**src/rtl/mem_arbiter_pkg.sv**
```systemverilog
// Shared definitions for the unified memory-port arbiter: FSM/owner encodings
// and default bus widths.
package mem_arbiter_pkg;

  localparam int unsigned ROM_ADDR_BUS = 32;
  localparam int unsigned REG_BUS      = 32;

  localparam int unsigned DEF_ADDR_W = ROM_ADDR_BUS;
  localparam int unsigned DEF_DATA_W = REG_BUS;

  typedef enum logic [1:0] {
    IDLE = 2'd0,
    BUSY = 2'd1,
    DONE = 2'd2
  } state_e;

  typedef enum logic {
    OWN_IF  = 1'b0,
    OWN_MEM = 1'b1
  } owner_e;

endpackage

```
**src/rtl/mem_arbiter.sv**
```systemverilog
// Serialises instruction-fetch and load/store accesses onto a single RAM port,
// with MEM-stage priority, variable-latency handshake and per-requester stalls.
module mem_arbiter
  import mem_arbiter_pkg::*;
#(
  parameter int unsigned ADDR_W = DEF_ADDR_W,
  parameter int unsigned DATA_W = DEF_DATA_W
) (
  input  logic                clk,
  input  logic                rst,
  input  logic                if_req,
  input  logic [ADDR_W-1:0]   if_addr,
  input  logic                if_flush,
  output logic                if_ack,
  output logic [DATA_W-1:0]   if_rdata,
  input  logic                mem_req,
  input  logic                mem_we,
  input  logic [ADDR_W-1:0]   mem_addr,
  input  logic [DATA_W-1:0]   mem_wdata,
  input  logic [DATA_W/8-1:0] mem_be,
  output logic                mem_ack,
  output logic [DATA_W-1:0]   mem_rdata,
  output logic                ram_req,
  output logic                ram_we,
  output logic [ADDR_W-1:0]   ram_addr,
  output logic [DATA_W-1:0]   ram_wdata,
  output logic [DATA_W/8-1:0] ram_be,
  input  logic                ram_ack,
  input  logic [DATA_W-1:0]   ram_rdata,
  output logic                stall_if,
  output logic                stall_mem
);

  localparam int unsigned BE_W = DATA_W / 8;

  state_e state_q, state_d;
  owner_e owner_q;
  logic   drop_q;

  logic grant_mem;
  logic grant_if;
  logic capture;
  logic flush_hit;
  logic drop_eff;

  // Next-state and grant decode
  always_comb begin
    state_d   = state_q;
    grant_mem = 1'b0;
    grant_if  = 1'b0;
    capture   = 1'b0;
    case (state_q)
      IDLE: begin
        if (mem_req) begin
          grant_mem = 1'b1;
          state_d   = BUSY;
        end else if (if_req) begin
          grant_if = 1'b1;
          state_d  = BUSY;
        end
      end
      BUSY: begin
        if (ram_ack) begin
          capture = 1'b1;
          state_d = DONE;
        end
      end
      DONE:    state_d = IDLE;
      default: state_d = IDLE;
    endcase
  end

  // A flush only matters for a fetch that is being granted or is in flight
  assign flush_hit = if_flush & (grant_if | ((state_q == BUSY) & (owner_q == OWN_IF)));
  assign drop_eff  = drop_q | flush_hit;

  always_ff @(posedge clk or posedge rst) begin
    if (rst) begin
      state_q <= IDLE;
    end else begin
      state_q <= state_d;
    end
  end

  // Latched RAM command, held stable for the whole BUSY phase
  always_ff @(posedge clk or posedge rst) begin
    if (rst) begin
      owner_q   <= OWN_IF;
      ram_we    <= 1'b0;
      ram_addr  <= '0;
      ram_wdata <= '0;
      ram_be    <= '0;
    end else if (grant_mem) begin
      owner_q   <= OWN_MEM;
      ram_we    <= mem_we;
      ram_addr  <= mem_addr;
      ram_wdata <= mem_wdata;
      ram_be    <= mem_be;
    end else if (grant_if) begin
      owner_q   <= OWN_IF;
      ram_we    <= 1'b0;
      ram_addr  <= if_addr;
      ram_wdata <= '0;
      ram_be    <= {BE_W{1'b1}};
    end
  end

  always_ff @(posedge clk or posedge rst) begin
    if (rst) begin
      ram_req <= 1'b0;
    end else if (grant_mem || grant_if) begin
      ram_req <= 1'b1;
    end else if (capture) begin
      ram_req <= 1'b0;
    end
  end

  always_ff @(posedge clk or posedge rst) begin
    if (rst) begin
      drop_q <= 1'b0;
    end else if (state_q == DONE) begin
      drop_q <= 1'b0;
    end else if (flush_hit) begin
      drop_q <= 1'b1;
    end
  end

  // Ack pulses land in DONE; a dropped fetch neither acks nor updates if_rdata
  always_ff @(posedge clk or posedge rst) begin
    if (rst) begin
      if_ack  <= 1'b0;
      mem_ack <= 1'b0;
    end else begin
      if_ack  <= capture & (owner_q == OWN_IF) & ~drop_eff;
      mem_ack <= capture & (owner_q == OWN_MEM);
    end
  end

  always_ff @(posedge clk or posedge rst) begin
    if (rst) begin
      if_rdata  <= '0;
      mem_rdata <= '0;
    end else if (capture) begin
      if ((owner_q == OWN_IF) && !drop_eff) begin
        if_rdata <= ram_rdata;
      end
      if ((owner_q == OWN_MEM) && !ram_we) begin
        mem_rdata <= ram_rdata;
      end
    end
  end

  assign stall_if  = if_req & ~if_ack;
  assign stall_mem = mem_req & ~mem_ack;

endmodule

```
**config.mk**
```make
export PLATFORM = sky130hd
export DESIGN_NAME = mem_arbiter
export DESIGN_NICKNAME = d
export VERILOG_FILES = /design/src/rtl/mem_arbiter_pkg.sv /design/src/rtl/mem_arbiter.sv
export SDC_FILE = /design/constraint.sdc
export NUM_CORES = 1
export LEC_CHECK = 0
export ABC_AREA = 1
export CAP_MARGIN = 20
export CORE_ASPECT_RATIO = 2
export CORE_MARGIN = 3
export CORE_UTILIZATION = 45
export CTS_BUF_LIST = sky130_fd_sc_hd__clkbuf_8
export CTS_CLUSTER_SIZE = 30
export DETAILED_ROUTE_END_ITERATION = 8
export GPL_TIMING_DRIVEN = 0
export PLACE_DENSITY = 0.86
export SLEW_MARGIN = 15
export SYNTH_ARGS = -nofsm -noshare
export SYNTH_HDL_FRONTEND = slang
export SYNTH_SLANG_ARGS = --single-unit
```
**constraint.sdc**
```tcl
create_clock -name clk -period 8.3 [get_ports clk]
set_input_delay 0.83 -clock clk [delete_from_list [all_inputs] [get_ports clk]]
set_output_delay 0.83 -clock clk [all_outputs]
set_load 0.03 [all_outputs]
```
# Yosys cells after proc, flatten, opt, wreduce, memory -nomap -nowiden

Index checks and enable logic that the tools add are counted.

Output and inout port bits: 138
Logic and storage cells: 65
Input bits: 139
Register bits after elaboration: 140

Reduce and logical (&&, ||, !) cells: 12
Equal/unequal tests: 4
Multiplexer cells: 24
Bitwise logic cells: 13

Operator list:

| kind               | count |
|---|---|
| $mux 32            | 4 |
| $mux 1             | 14 |
| $mux 4             | 2 |
| $and 1x1->1        | 7 |
| $mux 2             | 3 |
| $reduce_and 2->1   | 3 |
| $reduce_bool 2->1  | 3 |
| $not 1->1          | 4 |
| $pmux 2 s2         | 1 |
| $ne 3x3->1 const B | 1 |
| $eq 2x1->1 const B | 1 |
| $eq 2x2->1 const B | 1 |
| $logic_and 1x1->1  | 2 |
| $logic_not 1->1    | 2 |
| $logic_not 2->1    | 1 |
| $ne 2x2->1 const B | 1 |
| $or 1x1->1         | 2 |
| $logic_or 1x1->1   | 1 |

# Depth between registers and ports, before layout

Depth in word-level cells: 9
Depth in mapped cells: 9
Mapped depth without buffers: 8

# Least setup slack after synthesis

Ideal clock, no wire load.

Path kind: in2out
Start point: input mem_req
End point: output stall_mem
Buffers on the path: 1
Slack: 6.005 ns
Arrival: 1.465 ns
Required time: 7.470 ns
Stages on the path: 3
Cells stage by stage: inv_1 -> clkbuf_1 -> nor2_1

Longest elaborated chain between the ends: 1

Ends and longest elaborated chain:

| item            | RTL line           | text |
|---|---|---|
| start, declared | mem_arbiter.sv:16  | `input logic mem_req,` |
| $and 1x1->1     | mem_arbiter.sv:154 | `assign stall_mem = mem_req & ~mem_ack;` |
| end, declared   | mem_arbiter.sv:31  | `output logic stall_mem` |

Every way passes these cells.

# Worst setup path after layout

Same ends and word-level chain as after synthesis.

==> reports/results.tsv <==
metric	value	unit
delay-heaviest family, CP	buffers and inverters	
CTS tree	built	
Synth warnings	0	
simple-gate share of the synthesized area	0.208	
clock power share	0.151	
post-route ant nets	0	
post-synthesis adder-cell area fraction	0	
ANT cells	0	
Reg clk slew, reported paths	0.07	ns
clock buffer depth	2	
Slew @ Worst Pin	0.557	ns
commonest cells after routing, fill and taps aside	276 x clkdlybuf4s50_1, 201 x nand2_1, 140 x dfrtp_1	
antenna violations before repair	0	
crit-path max cell delay	0.68	ns
final wirelength	19100	um
Area growth syn-to-layout	59.4	%
WL/cell	17.5	um
compound-cell area share of the yosys netlist	0.120	
Flop pwr share	0.312	
die span in y	166	um
Clk Latency, worst-skew pair	0.43	ns
number of global-route vias before repair	5930	
Worst setup EP type	primary output	
combinational power share	0.537	
clk root buf	clkbuf_8	
crit path buf inv count	4	
Via density	5.11	
switch share	0.450	
Clock H-tree levels	4	
Net Switching	1.75	mW
post-CTS setup buffers	0	
commonest non-fill, non-tap cell in the layout	clkdlybuf4s50_1	
number of top-level pins	277	
RSZ-0062 raised after global routing	no	
f_max	292	MHz
most frequent CP cell	clkdlybuf4s50_1	
#FFs+latches synth	140	
row count	57	
final period utilization	0.413	
Power Dens Cells	424	nW/um2
Slowest-stage cell, CP	clkdlybuf4s50_1	
Worst EP required	7.47	ns
placed instance area	8720	um2
final hold vios	0	
Die Area	14200	um2
1st-pass router iterations	5	
hold_buf cts	0	
Final Instance Area	9150	um2
Max Slew Vio Count	0	
Startpoint Class	primary input	
Fin Hold WS	0.475	ns
Leakage	4.18	nW
mux cell area share after synthesis	0	
syn nets	779	
relative slew slack	0.629	
largest family of logic cells by synthesized area	simple AND/OR/NAND/NOR gates	
cts bufs inserted	17	
Int Power	2.13	mW
Vias	5601	
CP max FO	10	
Core ar.	12300	um2
total gr overflow	0	
post-synthesis area per instance	8.97	um2
Final #Nets	1075	
pin count of the biggest net entering global routing	105	
synth unique cells	19	
Post-Syn Instances	640	
post-route core utilization	0.742	
All-Layer GR Usage	0.275	
min-delay worst type	reg -> reg	
clock sink count	140	
crit-path cells	clkdlybuf4s50_1, inv_1, clkbuf_1, nor2_1, clkdlybuf4s50_1	
cts repair resizes	0	
Final min period	3.43	ns
Setup-failing EPs final	0	
buffers added on ports	276	
first-pass GRT wire length	30400	um
DR iter-0 viols	222	
Starting Density	0.465	
area of the mapped netlist	5740	um2
filler cell count	869	
Synth Area in XOR/XNOR	0	
Setup CP Type	in -> out	
Layout Skew	0.0145	ns
post-DP HPWL	14900	um
fraction of layout cells with a size suffix above 1	0.0601	
residual DRC count	0	
outcome	finished clean	
RePlAce Congestion	0.862	
Die Wd	85.9	um
Max-Cap Viols	0	
post-route setup TNS	0	ns
crit path DAT	2.60	ns
sequential-to-total area share from yosys stat	0.610	
Worst IR Drop VDD	0.284	mV
layout make-up:
cell class / instances / area, um2 / share of cell area
plain buffers: 46 / 199 / 0.0217
clock buffers: 19 / 262 / 0.0286
clock inverters: 13 / 165 / 0.0181
inverters: 41 / 161 / 0.0176
multi-input cells: 413 / 1880 / 0.206
flip-flops and latches: 140 / 3500 / 0.383
well taps: 147 / 184 / 0.0201
repair buffers: 277 / 2790 / 0.305
final timing paths:
| check | slack (ns) | cells after the start | startpoint | endpoint |
|---|---|---|---|---|
| max in group asynchronous | 6.66 | 3 | rst | mem_rdata[31] |
| min reg2reg | 0.47 | 2 | ram_wdata[23] | ram_wdata[23] |
| min | 0.47 | 2 | ram_wdata[23] | ram_wdata[23] |
| min in group asynchronous | 0.80 | 2 | rst | ram_wdata[12] |
| max reg2reg | 6.51 | 7 | state_q[0] | ram_addr[4] |
| max | 4.87 | 5 | mem_req | stall_mem |
power by group through the flow:
stage	Clock, mW	Sequential, mW	Combinational [mW]
after floorplan	0	1.84	0.504
after global placement	0	1.20	2.06
after detailed placement	0	1.21	2.09
after CTS	0.595	1.21	2.10
after global routing	0.624	1.25	2.22
final	0.586	1.21	2.08
Yosys cell counts, drive strengths merged:
master / n / share of area
o22a: 4 / 0.0061
buf: 18 / 0.016
clkinv: 1 / 0.00065
nand2: 202 / 0.13
dfrtp: 140 / 0.61
a21oi: 33 / 0.029
nor3: 1 / 0.0028
clkbuf: 28 / 0.019
nand3: 36 / 0.032
nand4: 32 / 0.035
nor2: 7 / 0.0054
inv: 40 / 0.026
o21ai: 98 / 0.085
stage by stage:
step	total power [mW]	cells	worst slack, ns
6_report	3.88	1096	4.87
5_1_grt	4.09	1096	4.75
4_1_cts	3.90	1096	4.86
3_5_place_dp	3.30	1064	4.87
3_3_place_gp	3.26	1063	1.75
2_1_floorplan	2.34	640	3.72
worst register-to-register path, cell delays in order (launching register included):
cell and delay (ns):
dfrtp_1 0.44, nor2_2 0.24, nand2_2 0.16, nand2_1 0.12, buf_2 0.20, buf_2 0.26
o21ai_0 0.16, o21ai_1 0.15
cell families (layout without fill, tap and decap cells):
logic type | after synthesis | in the layout
AND/OR/NAND/NOR | 278 | 278
buffers and inverters | 87 | 396
AO/OA/AOI/OAI | 135 | 135
flip-flops | 140 | 140
sequential cells by signal, summed over array words and instances (netlist names), 2 cells and up:
name and count:
ram_addr 32, state_q 2, if_rdata 32, ram_wdata 32, mem_rdata 32, ram_be 4
metal layers:
metal,wire [um],share of wire,track usage,vias up
li1,-,-,-,2697
met1,6320,0.33,0.269,2639
met2,10800,0.56,0.512,215
met3,1220,0.064,0.0809,50
met4,841,0.044,0.126,0
met5,0,0,0,-
No activity file was read; power rests on OpenSTA's default activity.
